**config.mk**
```make
export PLATFORM = sky130hd
export DESIGN_NAME = fsk_bit_framer
export DESIGN_NICKNAME = d
export VERILOG_FILES = /design/src/rtl/fsk_pkg.sv /design/src/rtl/fsk_bit_timer.sv /design/src/rtl/fsk_bit_framer.sv
export SDC_FILE = /design/constraint.sdc
export NUM_CORES = 1
export LEC_CHECK = 0
export CORE_MARGIN = 2
export CORE_UTILIZATION = 35
export CTS_CLUSTER_SIZE = 25
export DETAILED_ROUTE_END_ITERATION = 8
export GPL_TIMING_DRIVEN = 0
export SETUP_SLACK_MARGIN = 0.02
export SYNTH_ARGS = -nofsm -noshare
export SYNTH_HDL_FRONTEND = slang
export SYNTH_HIERARCHICAL = 1
export SYNTH_SLANG_ARGS = --single-unit
```
**constraint.sdc**
```tcl
create_clock -name clk -period 6.01 [get_ports clk]
set_input_delay 0.601 -clock clk [delete_from_list [all_inputs] [get_ports clk]]
set_output_delay 0.601 -clock clk [all_outputs]
set_load 0.05 [all_outputs]
```
**src/rtl/fsk_pkg.sv**
```systemverilog
// fsk_pkg: shared definitions for the FSK bit framer and the future bit deframer.
//   - fsk_state_e  : framer/deframer state encoding (3-bit)
//   - FRAME_DATA_BITS : data bits per asynchronous-serial frame
//   - BIT_TIMER_W  : width of the per-bit down-counter
//   - DATA_IDX_W   : width of the data-bit index
package fsk_pkg;

  localparam int unsigned FRAME_DATA_BITS = 8;
  localparam int unsigned BIT_TIMER_W     = 16;
  localparam int unsigned DATA_IDX_W      = $clog2(FRAME_DATA_BITS);

  typedef enum logic [2:0] {
    ST_IDLE   = 3'd0,
    ST_START  = 3'd1,
    ST_DATA   = 3'd2,
    ST_PARITY = 3'd3,
    ST_STOP   = 3'd4
  } fsk_state_e;

endpackage

```
**src/rtl/fsk_bit_timer.sv**
```systemverilog
// fsk_bit_timer: loadable down-counter that marks the last clock of a bit period.
// Ports:
//   clk      in  clock, rising edge
//   rst      in  asynchronous active-high reset (count -> 0)
//   load     in  load load_val on the next edge (takes priority over counting)
//   load_val in  value to load, normally bit period minus one
//   tick     out high while the count is zero
// The counter holds at zero until reloaded.
module fsk_bit_timer
  import fsk_pkg::*;
(
  input  logic                   clk,
  input  logic                   rst,
  input  logic                   load,
  input  logic [BIT_TIMER_W-1:0] load_val,
  output logic                   tick
);

  logic [BIT_TIMER_W-1:0] count_q;

  always_ff @(posedge clk or posedge rst) begin
    if (rst) begin
      count_q <= '0;
    end else if (load) begin
      count_q <= load_val;
    end else if (count_q != '0) begin
      count_q <= count_q - 1'b1;
    end
  end

  assign tick = (count_q == '0);

endmodule

```
**src/rtl/fsk_bit_framer.sv**
```systemverilog
// fsk_bit_framer: turns bytes into an asynchronous-serial bitstream for the FSK modulator.
// Frame: start(0), 8 data bits LSB first, optional parity, stop(1); each bit lasts
// BIT_CYCLES clocks. The idle line is mark (1).
// Optional feature: define FSK_FRAMER_PARITY_EN to insert a parity bit (PARITY_ODD picks sense).
// Ports:
//   clk        in  clock, rising edge
//   rst        in  asynchronous active-high reset
//   in_data    in  byte to transmit, captured on the transfer edge
//   in_valid   in  in_data is valid
//   in_ready   out registered, high while idle
//   data_out   out registered serial bit to the modulator
//   busy       out registered, high while a frame is in progress
//   frame_done out one-clock pulse on the last clock of the stop bit
module fsk_bit_framer
  import fsk_pkg::*;
#(
  parameter int unsigned BIT_CYCLES = 400,
  parameter bit          PARITY_ODD = 1'b0
) (
  input  logic       clk,
  input  logic       rst,
  input  logic [7:0] in_data,
  input  logic       in_valid,
  output logic       in_ready,
  output logic       data_out,
  output logic       busy,
  output logic       frame_done
);

  localparam logic [BIT_TIMER_W-1:0] BitLoad = BIT_TIMER_W'(BIT_CYCLES - 1);

  fsk_state_e            state_q, state_d;
  logic [7:0]            shift_q, shift_d;
  logic [DATA_IDX_W-1:0] idx_q, idx_d;
  logic                  in_ready_q, busy_q, data_out_q;
  logic                  data_out_d;
  logic                  timer_load;
  logic                  tick;
  logic                  xfer;

  assign xfer = in_valid && in_ready_q;

`ifdef FSK_FRAMER_PARITY_EN
  // Parity of the whole byte, latched at capture since the shift register is consumed.
  logic parity_q;

  always_ff @(posedge clk or posedge rst) begin
    if (rst) begin
      parity_q <= 1'b0;
    end else if (xfer) begin
      parity_q <= ^in_data;
    end
  end
`else
  logic unused_parity_odd;
  assign unused_parity_odd = PARITY_ODD;
`endif

  fsk_bit_timer u_bit_timer (
    .clk      (clk),
    .rst      (rst),
    .load     (timer_load),
    .load_val (BitLoad),
    .tick     (tick)
  );

  always_comb begin
    state_d    = state_q;
    shift_d    = shift_q;
    idx_d      = idx_q;
    timer_load = 1'b0;

    unique case (state_q)
      ST_IDLE: begin
        if (xfer) begin
          state_d    = ST_START;
          shift_d    = in_data;
          timer_load = 1'b1;
        end
      end
      ST_START: begin
        if (tick) begin
          state_d    = ST_DATA;
          idx_d      = '0;
          timer_load = 1'b1;
        end
      end
      ST_DATA: begin
        if (tick) begin
          shift_d = {1'b0, shift_q[7:1]};
          idx_d   = idx_q + 1'b1;  // wraps 7 -> 0 on the last data bit
          if (idx_q == DATA_IDX_W'(FRAME_DATA_BITS - 1)) begin
`ifdef FSK_FRAMER_PARITY_EN
            state_d = ST_PARITY;
`else
            state_d = ST_STOP;
`endif
          end
          timer_load = 1'b1;
        end
      end
`ifdef FSK_FRAMER_PARITY_EN
      ST_PARITY: begin
        if (tick) begin
          state_d    = ST_STOP;
          timer_load = 1'b1;
        end
      end
`endif
      ST_STOP: begin
        // Timer is left at zero on return to idle; the next transfer reloads it.
        if (tick) begin
          state_d = ST_IDLE;
        end
      end
      default: begin
        state_d = ST_IDLE;
      end
    endcase
  end

  // The serial bit is registered, so it is derived from the next state.
  always_comb begin
    data_out_d = 1'b1;
    unique case (state_d)
      ST_START: data_out_d = 1'b0;
      ST_DATA:  data_out_d = shift_d[0];
`ifdef FSK_FRAMER_PARITY_EN
      ST_PARITY: data_out_d = parity_q ^ PARITY_ODD;
`endif
      default:  data_out_d = 1'b1;
    endcase
  end

  always_ff @(posedge clk or posedge rst) begin
    if (rst) begin
      state_q    <= ST_IDLE;
      shift_q    <= '0;
      idx_q      <= '0;
      in_ready_q <= 1'b1;
      busy_q     <= 1'b0;
      data_out_q <= 1'b1;
    end else begin
      state_q    <= state_d;
      shift_q    <= shift_d;
      idx_q      <= idx_d;
      in_ready_q <= (state_d == ST_IDLE);
      busy_q     <= (state_d != ST_IDLE);
      data_out_q <= data_out_d;
    end
  end

  assign in_ready   = in_ready_q;
  assign busy       = busy_q;
  assign data_out   = data_out_q;
  assign frame_done = (state_q == ST_STOP) && tick;

endmodule

```
==> flow_summary.toml, run 1 <==
[run_status]
status = "complete, no violations"

[timing]
setup_tns_ns = 0
fin_crit_sh = 0.612
finalMaxSlewViolations = 0
timing.fmax_mhz = 272
hold_violations = 0
slew_headroom = 0.552
fin_hold_ws_ns = 0.482
finClkSkew_ns = 0.00848
period_needed_ns = 3.68
setup_viol_count_final = 0
worst_pin_slew_ns = 0.671
rsz0062_at_grt = "false"

[clocking]
cts_tree = "done"
cts.sinks = 33
clockBufferDepth = 2
cts_buffers = 5
hold_buffers = 0
cts-htree-levels = 2
post_cts_buffers = 0
clock-root-buffer = "clkbuf_8"
clk_pin_slew_worst_paths_ns = 0.08
clk_latency_ns = 0.30
ctsResizeCount = 0

[drt]
post-route-drc-count = 0
antenna_left = 0
dr_total_vias = 1360
wl_um = 3530
firstDrtPassIters = 4
vias_per_cell = 4.76
wl_per_cell_um = 12.4
first_iter_violations = 43

[yosys]
synth_edf_count = 0
dominantRegCellSynth = "dfrtp_1"
synthArstFlopShare = 1.00
synth-seq-cells = 33
yosysSeqAreaShare = 0.445
synth.most_common_cell = "dfrtp_1"
netlist_top_cells_count = "31 x dfrtp_1, 28 x nand2_1, 10 x xnor2_1"
synth_area_leader_cell = "dfrtp_1"
syn_inst = 180
ys_top_cells_by_area = "dfrtp_1 42%, nand2_1 5.6%, xnor2_1 4.7%"
yosysWarningCount = 6
synth.distinct_cells = 49
synth_top_area_frac = 0.417
syn_area_mm2 = 0.00186
avgSynthCellArea_um2 = 10.3

[die]
dieArea_mm2 = 0.00592
io_pins = 15
row_count = 26
fp.dieH_um = 76.9
die_w_um = 76.9
initial_utilization = 0.365
coreArea_mm2 = 0.00511

[power_and_ir_drop]
p_int_w = 0.000538
power_per_cell_area_mw_per_mm2 = 363
netSwitchingFraction = 0.344
power_frac_seq = 0.463
leakage_nw = 0.942
power.net_switching_w = 0.000282
pwr-share-clk = 0.261
ir_worst_vdd_v = 0.000109
pwr-share-comb = 0.275

[placement]
place.gp.congestion = 0.727
io_buffers = 14
dp_hpwl_um = 2570
dpl-instance-area_mm2 = 0.00214

[layout]
fin_area_mm2 = 0.00226
multi_input_area_mm2 = 0.00102
antenna_cells = 0
fillers = 506
nNetsFinal = 229
utilization = 0.442
seq_area_um2 = 828
syn_to_final_growth_pct = 21.2
drive_above_1_share = 0.153

[setup_path]
regToRegSetupSlack_ns = 2.69
cp_slowest_cell = "clkdlybuf4s50_1"
required_ns = 5.41
worstRegToRegCells = 13
r2r-end = "u_bit_timer/count_q[14]"
crit_path_end_kind = "primary output"
max_stage_delay_ns = 0.80
crit_fanout = 13
path_cells = "inv_1, ha_1, nor3b_2, nand4b_4, nor2_4, and4bb_2, clkdlybuf4s50_1"
timing.rr.start = "u_bit_timer/count_q[0]"
path_class = "reg -> out"
arrival_ns = 3.08
cp-start-kind = "flip-flop"

[global_routing]
grt_pass1_wl_um = 6460
antenna_found_initial = 0
use_met3 = 0.0318
track_usage = 0.136
gr-usage-met2 = 0.219
top_usage_layer = "met2"
grt_max_degree = 18
grt_pass1_vias = 1377
grt_overflow = 0
met1_usage = 0.175

[min_path]
hold_depth = 1
holdPathEnd = "shift_q[3]"
hp-class = "reg -> reg"
hold_start = "shift_q[3]"

[job]
maxCapViolCount = 0
==> worst max-delay path by stage <==
stage | cells past startpoint | end | startpoint | slack [ns]
after floorplan | 13 | u_bit_timer/count_q[14] | u_bit_timer/count_q[0] | 3.29
after global placement | 7 | frame_done | u_bit_timer/count_q[0] | 2.66
after detailed placement | 7 | frame_done | u_bit_timer/count_q[0] | 2.62
after CTS | 7 | frame_done | u_bit_timer/count_q[0] | 2.30
after global routing | 7 | frame_done | u_bit_timer/count_q[0] | 2.15
final | 7 | frame_done | u_bit_timer/count_q[0] | 2.33
==> per-stage QoR <==
| step | power (W) | cells | worst slack (ns) |
|---|---|---|---|
| 2_1_floorplan | 0.000556 | 194 | 3.29 |
| 6_report | 0.000820 | 286 | 2.33 |
| 3_5_place_dp | 0.000612 | 278 | 2.62 |
| 3_3_place_gp | 0.000601 | 278 | 2.66 |
| 5_1_grt | 0.000876 | 286 | 2.15 |
| 4_1_cts | 0.000830 | 286 | 2.30 |
==> placed cells by master, fill, tap and decap left out, types with 5 or more instances in the layout <==
| cell | count |
|---|---|
| a21o_1 | 7 |
| a21oi_1 | 9 |
| a22o_1 | 6 |
| clkbuf_8 | 5 |
| clkdlybuf4s50_1 | 14 |
| conb_1 | 16 |
| dfrtp_1 | 31 |
| inv_1 | 6 |
| nand2_1 | 28 |
| nor2_1 | 8 |
| xnor2_1 | 10 |
==> layer usage <==
layer,share of wire,up-vias,wire length [um]
met3,0.027,7,95
met5,0,-,0
met4,0.019,0,68
met1,0.49,648,1720
met2,0.47,13,1650
li1,-,692,-
==> cell type report <==
type	count	share of cell area
Clock inverter	3	0.0205
Multi-Input combinational cell	149	0.453
Tap cell	70	0.0388
Inverter	6	0.00998
Clock buffer	5	0.0305
Timing Repair Buffer	14	0.0621
Sequential cell	33	0.367
Buffer	6	0.0183
==> worst max-delay path, delay by kind of cell, from the launching register on <==
family                   cells  cell delay [ns]
buffers and inverters        2             0.89
AND/OR/NAND/NOR              4             1.25
adder cells (fa/ha/maj)      1             0.25
flip-flops                   1             0.40
==> cells by family (layout without fill, tap and decap cells) <==
| kind of cell | Yosys count | after routing | share of synthesized area |
|---|---|---|---|
| other | 2 | 16 | 0.00403 |
| buffers and inverters | 12 | 34 | 0.0343 |
| multiplexers | 5 | 5 | 0.0282 |
| AO/OA/AOI/OAI | 47 | 47 | 0.179 |
| adder cells (fa/ha/maj) | 3 | 3 | 0.0202 |
| AND/OR/NAND/NOR | 67 | 67 | 0.237 |
| flip-flops | 33 | 33 | 0.445 |
| XOR/XNOR | 11 | 11 | 0.0517 |
==> power groups by stage <==
| stage | clock network (W) | logic (W) | registers, W |
|---|---|---|---|
| floorplan | 0 | 0.000182 | 0.000373 |
| CTS | 0.000220 | 0.000229 | 0.000381 |
| finish | 0.000214 | 0.000226 | 0.000380 |
| global route | 0.000228 | 0.000256 | 0.000392 |
| global placement | 0 | 0.000221 | 0.000381 |
| detailed placement | 0 | 0.000228 | 0.000384 |
==> sequential cells by signal, indices dropped and copies added, names as in the netlist <==
signal and flops:
shift_q 8, idx_q 3, busy 1, data_out 1, state_q 3, in_ready 1
u_bit_timer/count_q 16
No activity file was read; power rests on OpenSTA's default activity.
==> run 2, diff against run 1 <==
==> constraint.sdc (replaced) <==
create_clock -name clk -period 3.48 [get_ports clk]
set_input_delay 0.348 -clock clk [delete_from_list [all_inputs] [get_ports clk]]
set_output_delay 0.348 -clock clk [all_outputs]
set_load 0.05 [all_outputs]
==> run 2 against run 1 <==
  * Sequential cell count unchanged
  * Worst hold slack got worse by 0.026 ns
  * Clock power grew 74%
  * Sequential share of layout area decreased by 0.87 points
  * Via count grew 0.59%
  * Critical path depth up 6
==> flow_summary.toml, run 2 (same netlist as run 1, synthesis figures left out) <==
[timing]
finalMaxSlewViolations = 0
period_needed_ns = 3.11
finClkSkew_ns = 0.00848
fin_crit_sh = 0.895
setup_tns_ns = 0
worst_pin_slew_ns = 0.664
setup_viol_count_final = 0
timing.fmax_mhz = 321
worst_slack_ns = 0.367
hold_violations = 0
slew_headroom = 0.557
rsz0062_at_grt = "false"

[clocking]
cts_buffers = 5
hold_buffers = 0
cts.sinks = 33
clock-root-buffer = "clkbuf_8"
cts_tree = "done"
clockBufferDepth = 2
cts-htree-levels = 2
clk_latency_ns = 0.30
clk_pin_slew_worst_paths_ns = 0.08

[layout]
syn_to_final_growth_pct = 24.2
largest_register_ffs = 16
drive_above_1_share = 0.180
mostFrequentLayoutCells = "31 x dfrtp_1, 28 x nand2_1, 16 x conb_1"
regMostFlops = "u_bit_timer/count_q"
layout_commonest_cell = "dfrtp_1"
nNetsFinal = 235
reg.largest.list = "u_bit_timer/count_q (16), shift_q (8)"
antenna_cells = 0

[power_and_ir_drop]
leakage_nw = 1.00
ir_worst_vdd_v = 0.000205
power_per_cell_area_mw_per_mm2 = 617

[global_routing]
grt_pass1_vias = 1377
use_met3 = 0.0318
grt_max_degree = 18
antenna_found_initial = 0
top_usage_layer = "met2"
met1_usage = 0.175
grt_pass1_wl_um = 6460
grt_overflow = 0
track_usage = 0.136
gr-usage-met2 = 0.219

[setup_path]
startpoint = "u_bit_timer/count_q[0]"
cp-start-kind = "flip-flop"
worstRegToRegCells = 13
crit_end = "u_bit_timer/count_q[14]"
crit_fanout = 10
arrival_ns = 3.28
regToRegSetupSlack_ns = 0.37
path_cells = "inv_1, ha_1, nor3b_4, nand4b_4, nor2_4, nand2_1, o21a_1, o21a_1, nor2_1, inv_1, clkbuf_1, o311ai_1, o211ai_1"
timing.rr.start = "u_bit_timer/count_q[0]"
r2r-end = "u_bit_timer/count_q[14]"
crit_path_end_kind = "flip-flop"
max_stage_delay_ns = 0.40
cp_slowest_cell = "dfrtp_1"
required_ns = 3.64
path_class = "reg -> reg"

[drt]
vias_per_cell = 4.68
wl_per_cell_um = 12.2
firstDrtPassIters = 4
dr_total_vias = 1368
post-route-drc-count = 0
wl_um = 3570
antenna_left = 0
first_iter_violations = 49

[job]
maxCapViolCount = 0

[die]
fp.dieH_um = 76.9
initial_utilization = 0.365
io_pins = 15
row_count = 26
dieArea_mm2 = 0.00592
coreArea_mm2 = 0.00511
die_w_um = 76.9

[placement]
dp_slack_ns = 0.136
io_buffers = 14
dp_hpwl_um = 2570
place.gp.congestion = 0.727

[min_path]
hp-class = "in -> async"

[run_status]
status = "complete, no violations"
-- run 2: timing repair --
item	in CTS	in global routing
endpoints found under the setup margin	0	16
buffers inserted	0	6
gates resized for setup	0	4
-- run 2: area by class of cell --
cell class	count	area [um2]
repair buffers	20	188
well taps	70	87.6
plain buffers	6	42.5
clock inverters	3	46.3
fillers	501	2800
clock buffers	5	68.8
multi-input cells	149	1030
flip-flops and latches	33	828
inverters	6	22.5
-- run 2: how the worst min path moves through the flow --
stage | start | endpoint | slack [ns] | cells after the start
floorplan | rst | u_bit_timer/count_q[0] | 0.26 | 1
global placement | shift_q[1] | shift_q[1] | 0.47 | 1
detailed placement | shift_q[3] | shift_q[3] | 0.47 | 1
CTS | shift_q[3] | shift_q[3] | 0.48 | 1
global route | rst | shift_q[7] | 0.51 | 2
finish | rst | shift_q[3] | 0.46 | 2
-- run 2: layer usage --
metal,share of wire,up-vias
met5,0,-
met4,0.019,0
met3,0.027,7
met2,0.47,13
met1,0.48,644
li1,-,704
-- run 2: power breakdown --
part / internal, W / leakage, nW / switching (W)
registers: 0.000512 / 0.396 / 0.000149
clock network: 0.000214 / 0.0543 / 0.000158
logic: 0.000207 / 0.549 / 0.000188
total: 0.000933 / 1.00 / 0.000494
-- run 2: stage by stage --
stage	hold WS, ns	util	total power (W)	cells	area (um2)
after floorplan	0.262	-	0.000959	194	1910
after global placement	0.466	0.419	0.00104	278	2140
after detailed placement	0.467	0.419	0.00106	278	2140
after CTS	0.485	0.442	0.00143	286	2260
after global routing	0.515	0.453	0.00153	292	2310
final	0.456	0.453	0.00143	292	2310
-- run 2: worst max-delay path, delay by kind of cell, from the launching register on --
| family | cells | cell delay, ns |
|---|---|---|
| simple gates | 5 | 1.23 |
| buf+inv | 3 | 0.47 |
| flops | 1 | 0.40 |
| compound gates | 4 | 0.62 |
| fa+ha+maj | 1 | 0.25 |
